==> config.mk <==
export PLATFORM = sky130hd
export DESIGN_NAME = cube_move_sequencer
export DESIGN_NICKNAME = d
export VERILOG_FILES = /design/src/rtl/cube_move_sequencer.sv
export SDC_FILE = /design/constraint.sdc
export NUM_CORES = 1
export LEC_CHECK = 0
export CORE_MARGIN = 1.5
export CORE_UTILIZATION = 34
export CTS_BUF_LIST = sky130_fd_sc_hd__clkbuf_4
export DETAILED_ROUTE_END_ITERATION = 8
export GPL_TIMING_DRIVEN = 0
export PLACE_DENSITY = 0.7
export SYNTH_ARGS = -nofsm -noshare
export SYNTH_HDL_FRONTEND = slang
export SYNTH_SLANG_ARGS = --single-unit
==> constraint.sdc <==
create_clock -name clk -period 5 [get_ports clk]
set_clock_uncertainty 0.1 [all_clocks]
set_input_delay 1.25 -clock clk [delete_from_list [all_inputs] [get_ports clk]]
set_output_delay 1.25 -clock clk [all_outputs]
set_load 0.03 [all_outputs]
==> src/rtl/cube_move_sequencer.sv <==
// rtl/cube_move_sequencer.sv - runs the stored move program against the cube-state register file
// Optional EARLY_SOLVE_EN: compare against the ideal faces after every move and stop once solved.
module cube_move_sequencer #(
    parameter int TIMEOUT = 255
) (
    input  logic        clk,
    input  logic        rst_n,
    input  logic        start,
    output logic        busy,
    output logic        done,
    output logic        solved,
    output logic        err,
    output logic [3:0]  moves,
    output logic [3:0]  rf_src0,
    output logic [3:0]  rf_src1,
    input  logic [23:0] rf_rdata0,
    input  logic [23:0] rf_rdata1,
    output logic [3:0]  rf_dst,
    output logic        rf_we,
    output logic [23:0] rf_wdata,
    output logic        mv_valid,
    input  logic        mv_ready,
    output logic [3:0]  mv_code,
    output logic [71:0] mv_state,
    input  logic        mv_done,
    input  logic [71:0] mv_result
);

    localparam int TW = $clog2(TIMEOUT + 1);
    localparam logic [TW-1:0] TLIM = TW'(TIMEOUT);

    typedef enum logic [3:0] {
        IDLE, FETCH, LD01, LD2, ISSUE, WAIT, WB0, WB1, WB2, CNT,
        CHK01, CHK2, CMP, DONE, ERR
    } state_t;

    state_t        state, nxt;
    logic [3:0]    idx;
    logic [3:0]    code;
    logic [71:0]   sbuf;
    logic [71:0]   rbuf;
    logic [TW-1:0] tcnt;
    logic          eq0, eq1;
`ifdef EARLY_SOLVE_EN
    logic          fin;
`endif

    logic [2:0]    nib;
    logic [4:0]    shamt;
    logic [3:0]    fetch_code;
    logic          prog_end;
    logic          all_eq;

    // Nibble k of the order word sits at [23-4k:20-4k]; index 12 shifts everything out.
    assign nib        = 3'((idx < 4'd6) ? idx : idx - 4'd6);
    assign shamt      = 5'd20 - {nib, 2'b00};
    assign fetch_code = 4'(rf_rdata0 >> shamt);
    assign prog_end   = (idx == 4'd12) || (fetch_code == 4'd0);
    assign all_eq     = eq0 && eq1 && (rf_rdata0 == rf_rdata1);

    assign busy     = (state != IDLE) && (state != DONE) && (state != ERR);
    assign mv_state = sbuf;

    always_comb begin
        nxt      = state;
        rf_src0  = '0;
        rf_src1  = '0;
        rf_dst   = '0;
        rf_we    = 1'b0;
        rf_wdata = '0;
        mv_valid = 1'b0;
        mv_code  = '0;
        done     = 1'b0;
        case (state)
            IDLE:  if (start) nxt = FETCH;
            FETCH: begin
                rf_src0 = (idx < 4'd6) ? 4'd6 : 4'd7;
                nxt     = prog_end ? CHK01 : LD01;
            end
            LD01: begin
                rf_src0 = 4'd0;
                rf_src1 = 4'd1;
                nxt     = LD2;
            end
            LD2: begin
                rf_src0 = 4'd2;
                nxt     = ISSUE;
            end
            ISSUE: begin
                mv_valid = 1'b1;
                mv_code  = code;
                if (mv_ready) nxt = WAIT;
            end
            WAIT: begin
                if (mv_done)                    nxt = WB0;
                else if (tcnt + TW'(1) == TLIM) nxt = ERR;
            end
            WB0: begin
                rf_we    = 1'b1;
                rf_dst   = 4'd0;
                rf_wdata = rbuf[71:48];
                nxt      = WB1;
            end
            WB1: begin
                rf_we    = 1'b1;
                rf_dst   = 4'd1;
                rf_wdata = rbuf[47:24];
                nxt      = WB2;
            end
            WB2: begin
                rf_we    = 1'b1;
                rf_dst   = 4'd2;
                rf_wdata = rbuf[23:0];
                nxt      = CNT;
            end
            CNT: begin
                rf_we    = 1'b1;
                rf_dst   = 4'd8;
                rf_wdata = {20'b0, moves + 4'd1};
`ifdef EARLY_SOLVE_EN
                nxt      = CHK01;
`else
                nxt      = FETCH;
`endif
            end
            CHK01: begin
                rf_src0 = 4'd0;
                rf_src1 = 4'd9;
                nxt     = CHK2;
            end
            CHK2: begin
                rf_src0 = 4'd1;
                rf_src1 = 4'd10;
                nxt     = CMP;
            end
            CMP: begin
                rf_src0 = 4'd2;
                rf_src1 = 4'd11;
`ifdef EARLY_SOLVE_EN
                nxt     = (fin || all_eq) ? DONE : FETCH;
`else
                nxt     = DONE;
`endif
            end
            DONE: begin
                done = 1'b1;
                nxt  = IDLE;
            end
            ERR: begin
                done = 1'b1;
                nxt  = IDLE;
            end
            default: nxt = IDLE;
        endcase
    end

    always_ff @(posedge clk) begin
        if (!rst_n) begin
            state  <= IDLE;
            idx    <= '0;
            code   <= '0;
            sbuf   <= '0;
            rbuf   <= '0;
            tcnt   <= '0;
            eq0    <= 1'b0;
            eq1    <= 1'b0;
            moves  <= '0;
            solved <= 1'b0;
            err    <= 1'b0;
`ifdef EARLY_SOLVE_EN
            fin    <= 1'b0;
`endif
        end else begin
            state <= nxt;
            case (state)
                IDLE: if (start) begin
                    idx    <= '0;
                    moves  <= '0;
                    solved <= 1'b0;
                    err    <= 1'b0;
`ifdef EARLY_SOLVE_EN
                    fin    <= 1'b0;
`endif
                end
                FETCH: begin
                    code <= fetch_code;
`ifdef EARLY_SOLVE_EN
                    if (prog_end) fin <= 1'b1;
`endif
                end
                LD01: begin
                    sbuf[71:48] <= rf_rdata0;
                    sbuf[47:24] <= rf_rdata1;
                end
                LD2:   sbuf[23:0] <= rf_rdata0;
                ISSUE: tcnt <= '0;
                WAIT: begin
                    if (mv_done) begin
                        rbuf <= mv_result;
                    end else begin
                        tcnt <= tcnt + TW'(1);
                        if (tcnt + TW'(1) == TLIM) err <= 1'b1;
                    end
                end
                CNT: begin
                    moves <= moves + 4'd1;
                    idx   <= idx + 4'd1;
                end
                CHK01: eq0 <= (rf_rdata0 == rf_rdata1);
                CHK2:  eq1 <= (rf_rdata0 == rf_rdata1);
                CMP:   if (nxt == DONE) solved <= all_eq;
                ERR:   solved <= 1'b0;
                default: ;
            endcase
        end
    end

endmodule
==> run_results.csv, run 1 <==
group,metric,value,unit
clock_network,numCtsBuffers,17,
synth,yosysUniqueCellTypes,53,
status,violations,"design-rule violations",
worst_setup_path,cp_max_fo,10,
status,status,"finished, violations left",
timing,slew_headroom,36.1,%
pwr,powerDensity,259,nW/um^2
final_layout,mostFrequentLayoutCells,"311 x nand2_1, 243 x clkdlybuf4s50_1, 172 x dfxtp_1, 118 x a21oi_1, 56 x a21boi_0",
worst_setup_path,critPathLaunchType,"flop",
route,wl_per_cell,17.2,um
timing,tightestPinTransition,0.950,ns
grt,grtUsageTotal,22.3,%
pwr,power.leakage,3.77,nW
synth,yosys_warnings,0,
clock_network,clock_latency,0.57,ns
final_layout,final_cells,1537,
placed_design,portBuffers,243,
clock_network,cts_max_level,4,
pwr,peakVddDrop,190,uV
synth,synthCells,980,
clock_network,cts-root-buf,"clkbuf_4",
timing,whs,0.365,ns
route,ant_nets,0,
synth,synthTopCellsByArea,"dfxtp_1 45%, nand2_1 15%, a21oi_1 7.7%",
route,wirelength,26.4,mm
grt,antenna_found_initial,0,
route,drtIter0Drc,523,
grt,grt_pass1_wl,41.0,mm
synth,postSynth.asyncResetShare,0,%
route,viasPerCell,5.08,
final_layout,fin_nets,1375,
timing,finalSetupViolations,0,
worst_setup_path,crit_arrival,3.46,ns
die,ioPinCount,247,
synth,ys_seq_area_share,45.0,%
route,drcViolationCount,27,
die,dieHeight,153,um
worst_setup_path,regToRegSetupSlack,2.73,ns
timing,rsz0062_at_grt,"false",
timing,fin_setup_tns,0,ns
hold_path,min-delay-start,"rbuf[2]",
synth,postSynthAreaPerCell,7.80,sq um
synth,synth-seq-cells,172,
final_layout,final_common_cell,"nand2_1",
grt,overflow,0,
clock_network,cts_sinks,172,
timing,fmax,208,MHz
synth,synthFlopType,"dfxtp_1",
worst_setup_path,crit_path_end_kind,"primary output",
die,core_area,22000,sq um
worst_setup_path,timing.rr.start,"idx[1]",
worst_setup_path,reg2reg_depth,6,
placed_design,placed_area,10400,sq um
clock_network,cts.path.max_buffers,2,
clock_network,cts_tree,"done",
die,num_rows,54,
worst_setup_path,required,3.65,ns
die,start_util,34.8,%
final_layout,register_area,3440,sq um
die,die_w,153,um
synth,synth-edff-count,0,
grt,grt_pass1_vias,7588,
worst_setup_path,critical_path.slowest_cell,"clkdlybuf4s50_1",
final_layout,diodes,0,
clock_network,cts.reportedPaths.clkPinSlew,0.16,ns
placed_design,dp.final_hpwl,20.1,mm
synth,yosysTopAreaCell,"dfxtp_1",
timing,min_period,4.81,ns
hold_path,hp-class,"flop to flop",
placed_design,routabilityCongestion,0.880,
flow_run,max_cap_violations,0,
route,dr.pass1.iters,8,
worst_setup_path,path_cells,"nand2_1, nor2_1, clkbuf_1, a22oi_1, nand2_1, clkdlybuf4s50_1",
timing,maxSlewViolCount,0,
route,vias,7809,
final_layout,area_growth,40.8,%
worst_setup_path,slowest_delay,0.68,ns
worst_setup_path,r2r-end,"state[3]",
hold_path,worstHoldEndpoint,"rbuf[2]",
synth,netlist.area_leader.share,45.0,%
placed_design,placed_cells,1505,
worst_setup_path,cpMostUsedCell,"nand2_1",
final_layout,drive_gt1_share,5.89,%
final_layout,nFillCells,2167,
timing,fin_crit_sh,96.1,%
worst_setup_path,critPathKind,"flop to primary output",
synth,netlist_area,7650,sq um
die,fp.dieArea,23400,sq um
hold_path,hold-path-cell-count,2,
final_layout,multi_input_area,3810,sq um
final_layout,final_cell_area,10800,sq um
timing,hold_viol,0,
grt,grt_max_degree,20,
## worst max-delay path by stage
stage / start / to / slack [ns] / cells past startpoint
2_1_floorplan: state[2] / rf_wdata[11] / 1.83 / 5
3_3_place_gp: state[3] / rf_wdata[16] / 0.62 / 6
3_5_place_dp: state[3] / rf_wdata[2] / 0.62 / 6
4_1_cts: state[1] / rf_wdata[2] / 0.18 / 6
5_1_grt: state[1] / rf_wdata[2] / 0.04 / 6
6_report: state[1] / rf_wdata[2] / 0.19 / 6
## where the power goes
group | switching (mW) | internal (mW)
Clock | 0.588 | 0.285
Combinational | 0.269 | 0.213
Sequential | 0.0218 | 1.41
Total | 0.879 | 1.91
## stage by stage
stage	setup WS [ns]	power, mW	util [%]
6_report	0.195	2.79	49.0
5_1_grt	0.0358	2.90	49.0
4_1_cts	0.176	2.81	49.0
3_5_place_dp	0.620	1.94	47.5
3_3_place_gp	0.621	1.94	47.5
2_1_floorplan	1.83	1.69	-
## state kept, by name, indices dropped and copies added, names as in the netlist
register and cells:
solved 1, tcnt 8, state 4, mv_state 72, idx 4, err 1
moves 4, eq0 1, code 4, eq1 1, rbuf 72
## cells by family (layout without fill, tap and decap cells)
group	Yosys count	after routing	share of synthesized area, %
xor gates and xnor gates	27	27	3.09
DFF	172	172	45.0
and+or+nand+nor	418	418	22.9
muxes	13	13	1.96
AOI/OAI and AO/OA	246	246	20.7
buffers and inverters	97	372	5.32
adders and majority gates	6	6	0.981
other	1	3	0.0490
## cells in the mapped netlist (12+ instances only)
library cell    n
nand3_1        12
a21oi_1       118
nand2_1       311
o21ai_0        21
xnor2_1        25
a222oi_1       24
clkbuf_1       43
buf_2          19
a21boi_0       56
inv_1          26
dfxtp_1       172
nor2_1         33
## per-layer routing
layer,share of wire (%),GRT usage (%),up-vias
li1,-,-,3843
met5,0,0,-
met1,43,27.2,3610
met3,7.9,5.78,34
met2,48,38.8,322
met4,1.5,6.49,0
## layout make-up
class,instances,area share (%)
Buffer,69,2.80
Clock buffer,17,1.19
Clock inverter,15,1.82
Inverter,28,0.976
Multi-Input combinational cell,713,35.4
Sequential cell,172,32.0
Tap cell,280,3.25
Timing Repair Buffer,243,22.6
## worst max-delay path, delay by kind of cell, from the launching register on
| family | cells | cell delay [ns] |
|---|---|---|
| buf+inv | 2 | 1.23 |
| simple gates | 3 | 0.98 |
| flops | 1 | 0.48 |
| compound gates | 1 | 0.22 |
## timing repair
item,CTS,global route
setup buffers,0,0
hold endpoints to repair,0,0
hold buffers,0,0
endpoints found under the setup margin,3,0
gates resized for setup,1,0
Note: power is estimated with default switching activity, not from simulation.
==> run 2: changes to the inputs <==
--- a/config.mk
+++ b/config.mk
@@ -5,11 +5,13 @@
 export SDC_FILE = /design/constraint.sdc
 export NUM_CORES = 1
 export LEC_CHECK = 0
+export CORE_ASPECT_RATIO = 0.7
 export CORE_MARGIN = 1.5
 export CORE_UTILIZATION = 34
 export CTS_BUF_LIST = sky130_fd_sc_hd__clkbuf_4
 export DETAILED_ROUTE_END_ITERATION = 8
 export GPL_TIMING_DRIVEN = 0
+export MAX_ROUTING_LAYER = met4
 export PLACE_DENSITY = 0.7
 export SYNTH_ARGS = -nofsm -noshare
 export SYNTH_HDL_FRONTEND = slang
==> run 2 against run 1 <==
  * The run now ends clean
  * Sequential share of layout area rose by 0.19 points
  * Core utilization hardly changed
  * Die area barely moved
  * Count of clock-buffer cells in the layout rose by 1
  * First-iteration DRC count rose by 37%
  * Sequential power about the same
  * Non-clock buffer count stayed put
  * Fmax is 0.43% lower
  * Critical path depth stayed put
  * Sequential cell count stayed put
  * Final cell count grew 0.13%
  * Power fell by 3.9%
  * Critical path type unchanged
==> run_results.csv, run 2 (same netlist as run 1, synthesis figures left out) <==
group,metric,value,unit
die,num_rows,45,
clock_network,cts.reportedPaths.clkPinSlew,0.15,ns
timing,fmax,207,MHz
timing,min_period,4.83,ns
die,core_area,21800,sq um
final_layout,area_growth,40.0,%
die,ioPinCount,247,
grt,antenna_found_initial,0,
timing,fin_ws,0.174,ns
route,dr.pass1.iters,7,
clock_network,cts_sinks,172,
worst_setup_path,critPathKind,"flop to primary output",
route,ant_nets,0,
flow_run,max_cap_violations,0,
clock_network,clock_latency,0.56,ns
die,fp.dieArea,23400,sq um
clock_network,numCtsBuffers,17,
route,wl_per_cell,17.8,um
timing,slew_headroom,40.8,%
pwr,peakVddDrop,144,uV
worst_setup_path,cp_max_fo,10,
final_layout,fin_nets,1375,
timing,fin_setup_tns,0,ns
clock_network,holdBufCountCts,0,
final_layout,final_common_cell,"nand2_1",
pwr,p_sw,0.803,mW
worst_setup_path,crit_arrival,3.48,ns
clock_network,cts_tree,"done",
route,vias,7862,
hold_path,hold-path-cell-count,2,
placed_design,placed_area,10400,sq um
final_layout,final_cell_area,10700,sq um
timing,rsz0062_at_grt,"false",
hold_path,worstHoldEndpoint,"rbuf[32]",
clock_network,cts_max_level,4,
route,viasPerCell,5.11,
pwr,power.leakage,3.73,nW
placed_design,routabilityCongestion,0.871,
placed_design,dp.final_hpwl,21.0,mm
grt,grt_max_degree,17,
pwr,seq_power_share,53.4,%
worst_setup_path,regToRegSetupSlack,2.66,ns
route,drtIter0Drc,715,
pwr,clockPowerShare,28.4,%
timing,tightestPinTransition,0.883,ns
die,dieHeight,128,um
clock_network,cts.path.max_buffers,2,
placed_design,place_ws,0.466,ns
pwr,powerDensity,250,nW/um^2
placed_design,portBuffers,243,
final_layout,register_area,3440,sq um
pwr,p_int,1.87,mW
final_layout,multi_input_area,3810,sq um
final_layout,final_cells,1539,
grt,grt_pass1_vias,7282,
timing,hold_viol,0,
worst_setup_path,timing.rr.start,"idx[1]",
pwr,power.share.combinational,18.2,%
worst_setup_path,path_cells,"nand2b_1, nor2_1, clkbuf_1, a222oi_1, inv_1, clkdlybuf4s50_1",
worst_setup_path,crit_path_end_kind,"primary output",
final_layout,mostFrequentLayoutCells,"311 x nand2_1, 243 x clkdlybuf4s50_1, 172 x dfxtp_1, 118 x a21oi_1, 56 x a21boi_0",
worst_setup_path,r2r-end,"state[3]",
timing,fin_crit_sh,96.5,%
timing,maxSlewViolCount,0,
die,die_w,182,um
final_layout,diodes,0,
hold_path,min-delay-start,"rbuf[32]",
status,status,"finished clean",
grt,grt_pass1_wl,41.3,mm
grt,overflow,0,
worst_setup_path,critical_path.slowest_cell,"clkdlybuf4s50_1",
route,drcViolationCount,0,
timing,finalSetupViolations,0,
worst_setup_path,slowest_delay,0.68,ns
pwr,p_sw_share,30.0,%
worst_setup_path,reg2reg_depth,6,
clock_network,cts-root-buf,"clkbuf_4",
route,wirelength,27.3,mm
worst_setup_path,required,3.65,ns
hold_path,hp-class,"flop to flop",
grt,grtUsageTotal,23.8,%
final_layout,drive_gt1_share,5.81,%
worst_setup_path,critPathLaunchType,"flop",
placed_design,placed_cells,1507,
die,start_util,35.0,%
final_layout,nFillCells,2154,
==> run 2: worst max-delay path: cells and delay by family, from the launching register on <==
| kind | cells | cell delay (ns) |
|---|---|---|
| AO/OA/AOI/OAI | 1 | 0.26 |
| buffers and inverters | 3 | 1.33 |
| AND/OR/NAND/NOR | 2 | 0.85 |
| flip-flops | 1 | 0.48 |
==> run 2: power groups by stage <==
stage | sequential (mW) | combinational [mW] | clock, mW
2_1_floorplan | 1.51 | 0.172 | 0
3_3_place_gp | 1.46 | 0.480 | 0
3_5_place_dp | 1.46 | 0.482 | 0
4_1_cts | 1.43 | 0.485 | 0.783
5_1_grt | 1.44 | 0.519 | 0.845
6_report | 1.43 | 0.487 | 0.760
==> run 2: what timing repair did <==
action,4_1_cts,5_1_grt
resized for setup,1,1
setup endpoints to repair,19,13
buffers inserted,0,0
==> run 2: routing by layer <==
metal,up-vias,global-route usage [%],share of wire (%)
met5,-,-,0
met4,0,5.64,1.4
met3,28,6.48,8.6
met2,309,32.1,40
met1,3684,34.4,50
li1,3841,-,-
==> run 2: metrics by stage <==
| stage | power [mW] | hold slack (ns) | utilization (%) |
|---|---|---|---|
| 3_3_place_gp | 1.94 | 0.342 | 47.8 |
| 4_1_cts | 2.70 | 0.366 | 49.0 |
| 2_1_floorplan | 1.69 | 0.336 | - |
| 6_report | 2.68 | 0.363 | 49.0 |
| 3_5_place_dp | 1.94 | 0.347 | 47.8 |
| 5_1_grt | 2.80 | 0.383 | 49.0 |
==> run 2: layout make-up <==
cell class                 count  share of cell area (%)
inverter                      28                   0.982
tap                          282                    3.30
multi-input combinational    713                    35.6
buffer                        69                    2.82
sequential                   172                    32.2
timing repair buffer         243                    22.7
clock buffer                  18                    1.26
clock inverter                14                    1.13
==> run 2: worst max path at each step <==
stage,startpoint,end
global placement,state[2],rf_wdata[21]
global route,state[1],rf_wdata[21]
detailed placement,state[3],rf_wdata[4]
CTS,state[1],rf_wdata[2]
floorplan,state[2],rf_wdata[11]
finish,state[1],rf_wdata[21]
